File: src/rtl/config_readback_pkg.sv
// rtl/config_readback_pkg.sv - shared types, constants and CRC helper for config_readback
package config_readback_pkg;

    localparam int         BYTE_W   = 8;
    localparam logic [7:0] CRC_POLY = 8'h07;

    typedef enum logic [1:0] {
        IDLE = 2'd0,
        PAD  = 2'd1,
        TAIL = 2'd2
    } state_e;

    // CRC-8, MSB-first, one whole byte per call
    function automatic logic [BYTE_W-1:0] crc8_update(input logic [BYTE_W-1:0] crc,
                                                      input logic [BYTE_W-1:0] data);
        logic [BYTE_W-1:0] c;
        c = crc ^ data;
        for (int i = 0; i < BYTE_W; i++) begin
            c = c[BYTE_W-1] ? ((c << 1) ^ CRC_POLY) : (c << 1);
        end
        return c;
    endfunction

endpackage

File: src/rtl/readback_fifo.sv
// rtl/readback_fifo.sv - single-clock byte FIFO with push/pop/full/empty
module readback_fifo #(
    parameter int DEPTH = 16,
    parameter int WIDTH = 8
) (
    input  logic             clk_i,
    input  logic             rst_i,
    input  logic             push_i,
    input  logic [WIDTH-1:0] push_data_i,
    input  logic             pop_i,
    output logic [WIDTH-1:0] pop_data_o,
    output logic             full_o,
    output logic             empty_o
);

    localparam int         AW  = $clog2(DEPTH);
    localparam logic [AW:0] ONE = {{AW{1'b0}}, 1'b1};

    logic [WIDTH-1:0] mem [DEPTH];
    logic [AW:0]      wr_ptr_q, wr_ptr_d;
    logic [AW:0]      rd_ptr_q, rd_ptr_d;
    logic             do_push, do_pop;

    assign empty_o = (wr_ptr_q == rd_ptr_q);
    assign full_o  = (wr_ptr_q[AW] != rd_ptr_q[AW]) &&
                     (wr_ptr_q[AW-1:0] == rd_ptr_q[AW-1:0]);

    // A push into a full FIFO is still accepted when the head leaves on the same edge
    assign do_pop  = pop_i && !empty_o;
    assign do_push = push_i && (!full_o || do_pop);

    // Head is forced to zero when empty so the output never shows stale entries
    assign pop_data_o = empty_o ? '0 : mem[rd_ptr_q[AW-1:0]];

    // Pointer next-state
    always_comb begin
        wr_ptr_d = wr_ptr_q;
        rd_ptr_d = rd_ptr_q;
        if (do_push) wr_ptr_d = wr_ptr_q + ONE;
        if (do_pop)  rd_ptr_d = rd_ptr_q + ONE;
    end

    // Pointer registers
    always_ff @(posedge clk_i) begin
        if (rst_i) begin
            wr_ptr_q <= '0;
            rd_ptr_q <= '0;
        end else begin
            wr_ptr_q <= wr_ptr_d;
            rd_ptr_q <= rd_ptr_d;
        end
    end

    // Storage array, no reset needed since pointers gate visibility
    always_ff @(posedge clk_i) begin
        if (do_push) mem[wr_ptr_q[AW-1:0]] <= push_data_i;
    end

endmodule

File: src/rtl/config_readback.sv
// rtl/config_readback.sv - config chain bit packer, flush FSM and UART byte queue (optional CRC tail: READBACK_CRC_EN)
module config_readback
    import config_readback_pkg::*;
#(
    parameter int FIFO_DEPTH = 16
) (
    input  logic              SCLK,
    input  logic              RESET,
    input  logic              SHIFT_ENABLE,
    input  logic              SHIFT_TAIL,
    input  logic              FLUSH,
    input  logic              CLEAR,
    input  logic              UART_READY,
    output logic              TX_VALID,
    output logic [BYTE_W-1:0] TX_DATA,
    output logic              BUSY,
    output logic              OVERFLOW
);

    state_e            state_q, state_d;
    logic [BYTE_W-1:0] shreg_q, shreg_d;
    logic [2:0]        cnt_q, cnt_d;
    logic              pend_q, pend_d;
    logic [BYTE_W-1:0] pend_byte_q, pend_byte_d;
    logic              ovf_q, ovf_d;

    logic              fifo_full, fifo_empty;
    logic [BYTE_W-1:0] fifo_rdata;
    logic              pop, push, push_ok, push_req;
    logic [BYTE_W-1:0] push_data;
    logic              capture;
    logic              pad_req, tail_req;

`ifdef READBACK_CRC_EN
    logic [BYTE_W-1:0] crc_q, crc_d;
`endif

    readback_fifo #(
        .DEPTH (FIFO_DEPTH),
        .WIDTH (BYTE_W)
    ) u_fifo (
        .clk_i       (SCLK),
        .rst_i       (RESET),
        .push_i      (push),
        .push_data_i (push_data),
        .pop_i       (pop),
        .pop_data_o  (fifo_rdata),
        .full_o      (fifo_full),
        .empty_o     (fifo_empty)
    );

    assign TX_VALID = !fifo_empty;
    assign TX_DATA  = fifo_rdata;
    assign OVERFLOW = ovf_q;
    assign pop      = TX_VALID && UART_READY;
    assign push_ok  = !fifo_full || pop;
    assign capture  = SHIFT_ENABLE && !BUSY;

    // FSM outputs: busy flag and which flush stage wants a push this cycle
    always_comb begin
        BUSY     = (state_q != IDLE);
        pad_req  = (state_q == PAD) && (cnt_q != 3'd0);
        tail_req = 1'b0;
`ifdef READBACK_CRC_EN
        tail_req = (state_q == TAIL);
`endif
    end

    // FSM next state; PAD and TAIL wait for FIFO room rather than drop their byte
    always_comb begin
        state_d = state_q;
        case (state_q)
            IDLE:    if (FLUSH) state_d = PAD;
            PAD:     if (!pad_req || push_ok) state_d = TAIL;
            TAIL:    if (!tail_req || push_ok) state_d = IDLE;
            default: state_d = IDLE;
        endcase
    end

    // Push source mux; completed bytes only exist in IDLE/PAD, so sources never overlap
    always_comb begin
        push_req  = pend_q || pad_req || tail_req;
        push_data = pend_q ? pend_byte_q : shreg_q;
`ifdef READBACK_CRC_EN
        if (tail_req) push_data = crc_q;
`endif
        push = push_req && push_ok;
    end

    // Bit packer: LSB-first, completed byte is staged one cycle before its push
    always_comb begin
        shreg_d     = shreg_q;
        cnt_d       = cnt_q;
        pend_d      = 1'b0;
        pend_byte_d = pend_byte_q;
        if (capture) begin
            if (cnt_q == 3'd7) begin
                pend_d      = 1'b1;
                pend_byte_d = {SHIFT_TAIL, shreg_q[6:0]};
                shreg_d     = '0;
                cnt_d       = 3'd0;
            end else begin
                shreg_d[cnt_q] = SHIFT_TAIL;
                cnt_d          = cnt_q + 3'd1;
            end
        end else if (pad_req && push_ok) begin
            // unused upper bits are already zero because the register clears on each byte
            shreg_d = '0;
            cnt_d   = 3'd0;
        end
    end

    // Sticky overflow; a new loss event beats a simultaneous clear
    always_comb begin
        ovf_d = ovf_q;
        if (CLEAR) ovf_d = 1'b0;
        if ((SHIFT_ENABLE && BUSY) || (pend_q && !push_ok)) ovf_d = 1'b1;
    end

`ifdef READBACK_CRC_EN
    // CRC accumulates over every data byte that enters the FIFO and restarts after the tail
    always_comb begin
        crc_d = crc_q;
        if (push && tail_req)
            crc_d = '0;
        else if (push)
            crc_d = crc8_update(crc_q, push_data);
    end
`endif

    // State registers
    always_ff @(posedge SCLK) begin
        if (RESET) begin
            state_q     <= IDLE;
            shreg_q     <= '0;
            cnt_q       <= 3'd0;
            pend_q      <= 1'b0;
            pend_byte_q <= '0;
            ovf_q       <= 1'b0;
`ifdef READBACK_CRC_EN
            crc_q       <= '0;
`endif
        end else begin
            state_q     <= state_d;
            shreg_q     <= shreg_d;
            cnt_q       <= cnt_d;
            pend_q      <= pend_d;
            pend_byte_q <= pend_byte_d;
            ovf_q       <= ovf_d;
`ifdef READBACK_CRC_EN
            crc_q       <= crc_d;
`endif
        end
    end

endmodule
File: config.mk
export PLATFORM = sky130hd
export DESIGN_NAME = config_readback
export DESIGN_NICKNAME = d
export VERILOG_FILES = /design/src/rtl/config_readback_pkg.sv /design/src/rtl/readback_fifo.sv /design/src/rtl/config_readback.sv
export SDC_FILE = /design/constraint.sdc
export NUM_CORES = 1
export LEC_CHECK = 0
export ABC_CLOCK_PERIOD_IN_PS = 4740
export BUFFER_PORTS_ARGS = -buffer_cell sky130_fd_sc_hd__clkbuf_2
export CAP_MARGIN = 40
export CELL_PAD_IN_SITES_DETAIL_PLACEMENT = 1
export CELL_PAD_IN_SITES_GLOBAL_PLACEMENT = 1
export CORE_ASPECT_RATIO = 0.9
export CORE_UTILIZATION = 42
export CTS_CLUSTER_SIZE = 14
export DETAILED_ROUTE_END_ITERATION = 12
export PLACE_DENSITY = 0.63
export SLEW_MARGIN = 40
export SYNTH_ARGS = -nofsm -noshare
export SYNTH_HDL_FRONTEND = slang
export SYNTH_HIERARCHICAL = 1
export SYNTH_SLANG_ARGS = --single-unit
File: constraint.sdc
create_clock -name SCLK -period 4.74 [get_ports SCLK]
set_input_delay 0.474 -clock SCLK [delete_from_list [all_inputs] [get_ports SCLK]]
set_output_delay 0.474 -clock SCLK [all_outputs]
set_load 0.05 [all_outputs]
==> metrics <==
FP Rows=43; Avg Vias per Cell=between 5 and 6; nets@finish=473; initial antenna violation count=0; Worst Hold Path Cells=3; post-synthesis net count=roughly 460; Pleak=0.002431 uW; yosys warns=6; clk sinks=between 150 and 200; Crit path required time=slightly below 5000 ps; final cell count without fillers=between 600 and 700; drc violations=0; worst reg2reg startpoint=u_fifo/wr_ptr_q[0]; H-tree levels=4; Worst Setup SP=u_fifo/wr_ptr_q[0]; Synth async-reset ratio=0%; P&R area growth vs syn=12.00%; final hold violations=0; GRT Total Usage=approximately 21%; post-route cell area=0.007697 mm^2; Die Wd=around 140 um; fill count=1,541; outcome=finished, final reports clean; IO Count=18; Synth Flop Type=edfxtp_1; clk_lat worst skew=between 400 and 500 ps; Post-CTS Hold Fix Bufs=0; largest net degree at the start of global routing=37; DP Area=between 0.007 and 0.008 mm^2; CTS tree=yes; worst path bufs/invs=0; post-cts resize count=0; Synth Register Bits=between 150 and 200; global-route wire length before repair=approximately 24,000 um; Final TNS setup=0 ps; DRT iter0 DRCs=~310; VDD IR max=roughly 0.23 mV; final wirelength=about 16,000 um; Max stage delay cell, worst path=nor4_4; Slew Limit Fails=0; CP max stage delay=590 ps; Max Root-Sink Buffers=2; gpl congestion=roughly 0.8; Worst path depth=8; Post-Syn Area per Cell=roughly 16 um^2; Post-Place Cells=641; startpoint types=register; IO buf count=17; Vias=around 3,700; EDFF count, synth=roughly 130; antenna cells=0; r2r worst-path depth=8; Critical Path AT=approximately 3600 ps; most used cell along the critical path=nor2b_1; RSZ-0062 raised after global routing=no; total CTS buffers=17; routed len/inst=about 23 um; register area share after synthesis=between 60% and 70%; pwr dens=around 400 mW/mm^2; Relative slew margins=47.47%; CP cell instances=xor2_1 -> nor4_4 -> and2_1 -> nor2b_1 -> nor2b_1 -> a21oi_1 -> a21boi_4 -> and3_1; vias in the first global route=3,971; r2r setup slk=about 1300 ps; max cap viols=0; Post-CTS Repair Setup Buffers=0; die height=around 120 um; Hold Crit Class=primary input to register; clock transition at the registers of the reported paths=about 60 ps; Netlist cell types=47; fmax=287.6 MHz; CP Max Fanout=15; HPWL Detailed=between 10,000 and 15,000 um; Cells after Synth=between 400 and 500; grt ovf=0; layout cells sized above 1=between 20% and 30%; final worst-path cycle share=approximately 73%; Critical Path End=u_fifo/mem[9][7]; post-route ant nets=0; Worst-Margin Slew=approximately 790 ps; CORE AREA=~0.016 mm^2; CP top delay family=simple AND/OR/NAND/NOR gates; CTS root buf=clkbuf_16; die area=about 0.017 mm^2; Critical Path Sink Type=register; mapped cell area=slightly below 0.007 mm^2; Setup Skew=roughly 9.6 ps; Setup CP Type=register to register; Final setup viols=0; Initial DRT Pass Iterations=4; Starting Density=a little over two fifths; reg2reg end=u_fifo/mem[9][7]; post-route minimum period=approximately 3500 ps
==> worst register-to-register path: cells and delay by family, from the launching register on <==
kind	cells	cell delay, ps
AO/OA/AOI/OAI	2	390
XOR/XNOR	1	150
flip-flops	1	470
AND/OR/NAND/NOR	5	2160
==> per-stage QoR <==
step	setup WS (ps)	utilization, %	total power (uW)	hold slack, ps
6_report	1263	49.00	3017	320.5
2_1_floorplan	1719	-	1650	432.9
3_5_place_dp	1301	45.22	1674	453.5
4_1_cts	1272	48.98	3046	302.7
5_1_grt	934.3	49.00	3107	328.9
3_3_place_gp	1294	45.16	1672	438.7
==> cell usage after synthesis (2+ instances only) <==
cell	count	area [um^2]
edfxtp_1	128	3844
dfxtp_1	37	740.7
nand2_1	32	120.1
a21oi_1	27	135.1
mux4_2	25	563.0
nor2_1	22	82.58
mux2i_1	16	160.2
mux2_2	15	168.9
and3_1	13	81.33
o21ai_0	13	65.06
inv_1	10	37.54
nor2b_1	9	56.30
ha_1	8	100.1
a211oi_2	7	87.58
a221oi_1	7	61.31
buf_4	7	52.55
xnor2_1	6	52.55
buf_2	5	25.02
xor2_1	5	43.79
a211oi_1	4	30.03
clkbuf_1	4	15.01
nand3_1	4	20.02
a31oi_1	3	18.77
and2_1	3	18.77
o31ai_1	3	22.52
buf_1	2	7.510
buf_6	2	22.52
clkbuf_2	2	10.01
nand2b_1	2	12.51
nand3b_1	2	15.01
nand4_1	2	12.51
nor3_1	2	10.01
==> registers in the layout (all words and copies together), names as in the netlist, named ones only <==
register         cells
OVERFLOW             1
cnt_q                3
shreg_q              8
u_fifo/rd_ptr_q      5
pend_byte_q          8
state_q              2
pend_q               1
u_fifo/mem         128
u_fifo/wr_ptr_q      5
==> worst min-delay path by stage <==
stage	from	end	slack [ps]
2_1_floorplan	pend_byte_q[0]	pend_byte_q[0]	430
3_3_place_gp	pend_byte_q[6]	pend_byte_q[6]	440
3_5_place_dp	pend_byte_q[5]	pend_byte_q[5]	450
4_1_cts	SHIFT_TAIL	pend_byte_q[7]	300
5_1_grt	SHIFT_TAIL	pend_byte_q[7]	330
6_report	SHIFT_TAIL	pend_byte_q[7]	320
==> cells in the final DEF (no fill, tap or decap), types with 3 or more instances in the layout <==
cell type / synthesis / layout
a211oi_1: 4 / 4
a211oi_2: 7 / 7
a21oi_1: 27 / 26
a221oi_1: 7 / 7
a31oi_1: 3 / 3
and2_1: 3 / 3
and3_1: 13 / 13
bufinv_16: 0 / 3
clkbuf_16: 0 / 17
clkbuf_2: 2 / 16
clkinv_2: 0 / 3
clkinv_4: 0 / 3
dfxtp_1: 37 / 35
edfxtp_1: 128 / 128
ha_1: 8 / 8
inv_1: 10 / 10
mux2_2: 15 / 15
mux2i_1: 16 / 16
mux4_2: 25 / 25
nand2_1: 32 / 32
nand3_1: 4 / 4
nor2_1: 22 / 22
nor2b_1: 9 / 8
o21ai_0: 13 / 13
o31ai_1: 3 / 3
xnor2_1: 6 / 6
xor2_1: 5 / 5
==> cell type report <==
class                   instances  area [um^2]  area share, %
flip-flops and latches        165         4587          59.59
multi-input cells             245         2130          27.67
clock buffers                  19        432.9          5.624
well taps                     202        252.7          3.283
clock inverters                13        157.7          2.048
repair buffers                 19        100.1          1.300
inverters                      10        37.54         0.4876
==> routing by layer <==
| metal | vias up | track usage, % | share of wire, % |
|---|---|---|---|
| met1 | 1922 | 30.12 | 48 |
| met5 | - | 0 | 0 |
| met2 | 85 | 30.71 | 46 |
| li1 | 1729 | - | - |
| met3 | 9 | 4.797 | 5.5 |
| met4 | 0 | 6.250 | 0.97 |
==> cells by family (layout without fill, tap and decap cells) <==
| kind of cell | Yosys count | after routing | synth area share [%] |
|---|---|---|---|
| AOI/OAI and AO/OA | 71 | 71 | 7.228 |
| DFF | 165 | 165 | 66.70 |
| muxes | 57 | 57 | 13.14 |
| and+or+nand+nor | 97 | 97 | 7.355 |
| xor gates and xnor gates | 12 | 12 | 1.638 |
| buffers and inverters | 32 | 61 | 2.476 |
| adders and majority gates | 8 | 8 | 1.456 |
==> where the power goes <==
group	switching (uW)	internal, uW	total (uW)
combinational	61.4	23.9	85.2
sequential	9.56	1550	1560
clock	547	827	1370
total	617	2400	3020
No activity file was read; power rests on OpenSTA's default activity.
